[src/rtl/debug_reg_reader.sv]
// Debug register reader: resolves architectural registers through the rename map
// and returns their physical register file contents, one register or a full x0..x31 dump.
module debug_reg_reader #(
    parameter int unsigned XLEN     = 32,
    parameter int unsigned PREG_W   = 7,
    parameter int unsigned NUM_AREG = 32
) (
    input  logic              clk,
    input  logic              reset,
    input  logic              req_valid,
    output logic              req_ready,
    input  logic              req_all,
    input  logic [4:0]        req_areg,
    output logic [4:0]        map_areg,
    input  logic [PREG_W-1:0] map_preg,
    output logic [PREG_W-1:0] prf_raddr,
    input  logic [XLEN-1:0]   prf_rdata,
    output logic              rsp_valid,
    input  logic              rsp_ready,
    output logic [4:0]        rsp_areg,
    output logic [PREG_W-1:0] rsp_preg,
    output logic [XLEN-1:0]   rsp_data,
    output logic              rsp_last
);

    localparam int unsigned AREG_W    = 5;
    localparam logic [AREG_W-1:0] LAST_AREG = AREG_W'(NUM_AREG - 1);

    typedef enum logic [2:0] {
        IDLE,
        MAP,
        RADDR,
        RDATA,
        RESP
    } state_e;

    state_e              state_q,    state_d;
    logic [AREG_W-1:0]   cur_areg_q, cur_areg_d;
    logic                all_q,      all_d;
    logic [PREG_W-1:0]   preg_q,     preg_d;
    logic [XLEN-1:0]     data_q,     data_d;

    // State register; a synchronous reset drops any in-flight request.
    always_ff @(posedge clk) begin
        if (!reset) begin
            state_q    <= IDLE;
            cur_areg_q <= '0;
            all_q      <= 1'b0;
            preg_q     <= '0;
            data_q     <= '0;
        end else begin
            state_q    <= state_d;
            cur_areg_q <= cur_areg_d;
            all_q      <= all_d;
            preg_q     <= preg_d;
            data_q     <= data_d;
        end
    end

    // Next-state sequencing: map lookup, PRF address, PRF data, response handshake.
    always_comb begin
        state_d    = state_q;
        cur_areg_d = cur_areg_q;
        all_d      = all_q;
        preg_d     = preg_q;
        data_d     = data_q;

        case (state_q)
            IDLE: begin
                if (req_valid) begin
                    cur_areg_d = req_all ? '0 : req_areg;
                    all_d      = req_all;
                    state_d    = MAP;
                end
            end
            MAP: begin
                preg_d  = map_preg;
                state_d = RADDR;
            end
            RADDR: begin
                state_d = RDATA;
            end
            RDATA: begin
                // x0 reads as zero regardless of what the PRF holds.
                data_d  = (cur_areg_q == '0) ? '0 : prf_rdata;
                state_d = RESP;
            end
            RESP: begin
                if (rsp_ready) begin
                    if (all_q && (cur_areg_q != LAST_AREG)) begin
                        cur_areg_d = cur_areg_q + AREG_W'(1);
                        state_d    = MAP;
                    end else begin
                        state_d = IDLE;
                    end
                end
            end
            default: begin
                state_d = IDLE;
            end
        endcase
    end

    // Outputs decode directly from registered state, so they hold steady under backpressure.
    always_comb begin
        req_ready = 1'b0;
        rsp_valid = 1'b0;
        rsp_last  = 1'b0;
        prf_raddr = '0;
        map_areg  = cur_areg_q;
        rsp_areg  = cur_areg_q;
        rsp_preg  = preg_q;
        rsp_data  = data_q;

        if (state_q == IDLE) begin
            req_ready = 1'b1;
        end else begin
            prf_raddr = preg_q;
        end

        if (state_q == RESP) begin
            rsp_valid = 1'b1;
            rsp_last  = !all_q || (cur_areg_q == LAST_AREG);
        end
    end

endmodule

[config.mk]
export PLATFORM = sky130hd
export DESIGN_NAME = debug_reg_reader
export DESIGN_NICKNAME = d
export VERILOG_FILES = /design/src/rtl/debug_reg_reader.sv
export SDC_FILE = /design/constraint.sdc
export NUM_CORES = 1
export LEC_CHECK = 0
export ABC_CLOCK_PERIOD_IN_PS = 2200
export BUFFER_PORTS_ARGS = -buffer_cell sky130_fd_sc_hd__buf_2
export CAP_MARGIN = 20
export CORE_MARGIN = 2
export CORE_UTILIZATION = 44
export CTS_CLUSTER_DIAMETER = 200
export DETAILED_ROUTE_END_ITERATION = 10
export MAX_ROUTING_LAYER = met4
export PLACE_DENSITY = 0.86
export SLEW_MARGIN = 25
export SYNTH_ARGS = -nofsm -noshare
export SYNTH_HDL_FRONTEND = slang
export SYNTH_SLANG_ARGS = --single-unit
[constraint.sdc]
create_clock -name clk -period 2.2 [get_ports clk]
set_input_delay 0.11 -clock clk [delete_from_list [all_inputs] [get_ports clk]]
set_output_delay 0.11 -clock clk [all_outputs]
set_load 0.05 [all_outputs]
* Word-level counts from Yosys, hierarchy flattened
Index checks and enable logic that the tools add are counted.
** Cells by class
- Reduce and logical (&&, ||, !) cells :: 9
- Multiplexer cells :: 14
- Equality and inequality tests :: 9
- Add/subtract/negate cells :: 1
** Operator list (count)
- 2-to-1 mux 32 bit :: 1
- 2-to-1 mux 5 bit :: 4
- case mux 3 bit (5 select lines) :: 1
- case mux 5 bit (2 select lines) :: 1
- 2-to-1 mux 7 bit :: 1
- equality test 3 x 2 -> 1 bit (second input constant) :: 2
- 2-to-1 mux 3 bit :: 2
- inequality test 2 bit (second input constant) :: 3
- adder 5 x 1 -> 5 bit (second input constant) :: 1
- equality test 5 bit (second input constant) :: 1
- zero test 5 bit :: 1
- inequality test 5 bit (second input constant) :: 1
- 2-to-1 mux 1 bit :: 4
- AND reduction 2 bit :: 2
- AND reduction 4 bit :: 1
- equality test 3 x 1 -> 1 bit (second input constant) :: 1
- equality test 3 bit (second input constant) :: 1
- zero test 3 bit :: 1
- nonzero test 2 bit :: 1
- logical AND 1 bit :: 1
- zero test 1 bit :: 1
- logical OR 1 bit :: 1
** Storage, ports and cells
- Register bits :: 48
- Output and inout port bits :: 59
- Logic and storage cells :: 38

* Depth between registers and ports, before layout
- Depth after elaboration :: 5
- Mapped depth :: 7
- Gate-level depth less buffers :: 7

* Least setup slack after synthesis
Ideal clock, no wire load.
- Kind :: register to output
- From :: reg state_q[2]
- To :: out prf_raddr[0]
- Arrival time :: 2.558 ns
- Buffers on the path :: 1
- Stages on the path, launching flop included :: 4
- Slack :: -0.468 ns
- Path through :: dfxtp_1 > buf_2 > nor3_1 > nor2b_1
** Between the ends
- Word-level cells in the longest chain between the ends :: 2
** RTL lines
- start, declared :: RTL line 37 : state_e state_q, state_d;
- start signal, assigned :: RTL line 52 : state_q <= state_d;
- zero test 3 bit :: RTL line 115 : if (state_q == IDLE) begin
- 2-to-1 mux 7 bit :: RTL line 115
- end, declared :: RTL line 16 : output logic [PREG_W-1:0] prf_raddr,
Every way passes these cells.

* Worst setup path in the final report
- From :: reg cur_areg_q[1] (netlist: map_areg[1])
- To :: reg cur_areg_q[0] (netlist: map_areg[0])
** Between the ends
- Word-level cells in the longest chain between the ends :: 4
** RTL lines
- start, declared :: RTL line 38 : logic [AREG_W-1:0] cur_areg_q, cur_areg_d;
- start signal, assigned :: RTL line 53 : cur_areg_q <= cur_areg_d;
- inequality test 5 bit :: RTL line 90 : if (all_q && (cur_areg_q != LAST_AREG)) begin
- logical AND 1 bit :: RTL line 90
- inequality test 2 bit (no line)
- AND reduction 4 bit (no line)
Every way passes these cells.
A chain may end at the register's enable or synchronous reset.

==> flow_summary.ini <==
[power_and_ir_drop]
ir_drop_mv = 0.390
p_total_mw = 1.89
power_density_nw_per_um2 = 708
p_leak_nw = 1.23

[grt]
grt_max_degree = 49
antenna_found_initial = 0
overflow = 0
track_usage_pct = 19.2
grt_pass1_vias = 1764
grt_pass1_wl_um = 7820

[die]
die_w_um = 72
die_h_um = 72
initial_core_util_pct = 46.1
rows = 24
core-area_um2 = 4410
die-area_um2 = 5180
io_pins = 108

[yosys]
yosysUniqueCellTypes = 37
syn_inst = 205
syn_area_um2 = 2030
yosys_warnings = 0
avgSynthCellArea_um2 = 9.92
ys_seq_area_share_pct = 47.2
async_reset_ff_share_pct = 0
synth_edf_count = 0
synth_nets = 257
ys_ff_latch = 48
ys_dominant_reg_cell = dfxtp_1

[min_path]
min_from = map_preg[4]
min_path_type = in -> reg
hold_end = rsp_preg[4]$_SDFFE_PN0P_
holdPathStages = 3

[timing]
finalWorstSetupSlack_ns = 0.149
fin_crit_sh_pct = 93.2
hold_viol_final = 0
relSlewSlack_pct = 55.4
final_max_slew_viol_count = 0
fmax_ghz = 0.487
tns_ns = 0
worstMarginPinSlew_ns = 0.669
worst_clock_skew_ns = 0.00267
min_period_ns = 2.05
setup_viol = 0
rsz0062_at_grt = no

[critical_path]
crit_fanout = 7
r2r_cells = 7
worst-r2r-setup-slack_ns = 0.15
critPathKind = reg -> reg
required_ns = 2.38
arrival_ns = 2.23
rr_startpoint = map_areg[1]$_SDFFE_PN0P_
r2r_end = map_areg[0]$_SDFFE_PN0P_
cp-end-kind = register
start_kind = register

[clock_tree]
cts_hold_buf = 0
clk_latency_ns = 0.29
postCtsSetupBuffers = 0
cts_max_path_buffers = 2
clock_sinks = 48
cts_buffers = 5
root_buffer = clkbuf_8
h-tree-depth = 2
clk_pin_slew_ns = 0.08
cts_tree = done
post_cts_resized = 0

[placed_design]
place_ws_ns = 0.216
io_buffers = 107
hpwl_um = 3490
place.gp.congestion = 0.897

[routing]
drt_iter0_drc = 115
via_per_inst = 5.17
wl_per_cell_um = 13.6
postRouteAntennaNets = 0
num_vias = 1846
dr.pass1.iters = 4
drc = 0
routed_wl_um = 4860

[job]
max-cap-violations = 0

[outcome]
status = complete, no violations

[finish]
nets = 356
drive_gt1_share_pct = 40.7
antennaDiodeCount = 0
areaGrowthSynthToFinish_pct = 30.9
[cells in the mapped netlist, drive strengths merged (2+ instances only)]
cell	instances	area, µm²
inv	6	22.5
a22oi	32	240
o211a	3	30.0
nor2b	47	294
nor2	3	11.3
o21ai	4	23.8
dfxtp	48	961
ha	3	37.5
buf	12	83.8
mux2i	7	70.1
nand2	3	11.3
nor3	2	10.0
nand3	4	20.0
nand3b	4	30.0
nor3b	2	15.0
clkbuf	8	30.0
[flip-flops by register name, summed over array words and instances (netlist names)]
| register | flops |
|---|---|
| rsp_preg | 7 |
| state_q | 3 |
| all_q | 1 |
| rsp_data | 32 |
| map_areg | 5 |
[critical path, stage by stage, from the launching register on]
cell	delay, ns
dfxtp_1	0.37
ha_1	0.21
and3_1	0.18
ha_1	0.19
nand3b_1	0.26
o21ai_2	0.33
o21ai_0	0.14
o211a_1	0.25
[kinds of logic (layout without fill, tap and decap cells)]
logic type      after synthesis  in the layout  share of synthesized area [%]
buf+inv                      26            126                           6.70
fa+ha+maj                     3              3                           1.85
flops                        48             48                           47.2
mux                           7              7                           3.44
xor+xnor                      1              1                          0.431
simple gates                 73             73                           22.7
compound gates               47             47                           17.7
[stage by stage]
step | area [µm²] | util, % | hold WS (ns) | std cells
5_1_grt | 2660 | 60.3 | 0.0737 | 357
6_report | 2660 | 60.3 | 0.0729 | 357
4_1_cts | 2660 | 60.3 | 0.0621 | 357
3_5_place_dp | 2570 | 58.2 | 0.375 | 349
3_3_place_gp | 2570 | 58.2 | 0.365 | 349
2_1_floorplan | 2040 | - | 0.266 | 205
[layer usage]
| metal | share of wire, % | vias to the layer above | global-route usage (%) |
|---|---|---|---|
| met5 | 0 | - | - |
| met4 | 1.7 | 0 | 8.60 |
| met3 | 5.5 | 6 | 3.19 |
| li1 | - | 913 | - |
| met1 | 45 | 846 | 23.9 |
| met2 | 47 | 81 | 30.8 |
[cells in the final DEF (no fill, tap or decap), types with 2 or more instances in the layout]
cell type and count:
inv_1 6, clkbuf_8 6, buf_2 107, ha_1 3, a22oi_1 32, nor3b_1 2, nand3b_1 4, mux2i_1 7
o211a_1 3, buf_4 5, dfxtp_1 48, nor2_1 3, nand2_1 3, nand3_1 4, o21ai_0 3, nor2b_1 47
[area by class of cell]
class                      instances  area (µm²)
fill                             386        1750
multi-input combinational        131         948
tap                               52        65.1
clock inverter                     1        7.51
sequential                        48         961
timing repair buffer             112         573
clock buffer                       7        86.3
inverter                           6        22.5
[power breakdown]
group / internal, mW / switching, mW
Sequential: 0.902 / 0.0350
Combinational: 0.136 / 0.278
Clock: 0.256 / 0.278
Total: 1.29 / 0.592
[worst max path at each step]
stage / start / to / cells after the start
4_1_cts: map_areg[0]$_SDFFE_PN0P_ / map_areg[0]$_SDFFE_PN0P_ / 7
3_3_place_gp: map_areg[1]$_SDFFE_PN0P_ / map_areg[3]$_SDFFE_PN0P_ / 7
2_1_floorplan: map_areg[1]$_SDFFE_PN0P_ / rsp_last / 5
3_5_place_dp: map_areg[1]$_SDFFE_PN0P_ / map_areg[0]$_SDFFE_PN0P_ / 7
6_report: map_areg[1]$_SDFFE_PN0P_ / map_areg[0]$_SDFFE_PN0P_ / 7
5_1_grt: map_areg[1]$_SDFFE_PN0P_ / map_areg[0]$_SDFFE_PN0P_ / 7
(Power assumes the default switching activity.)
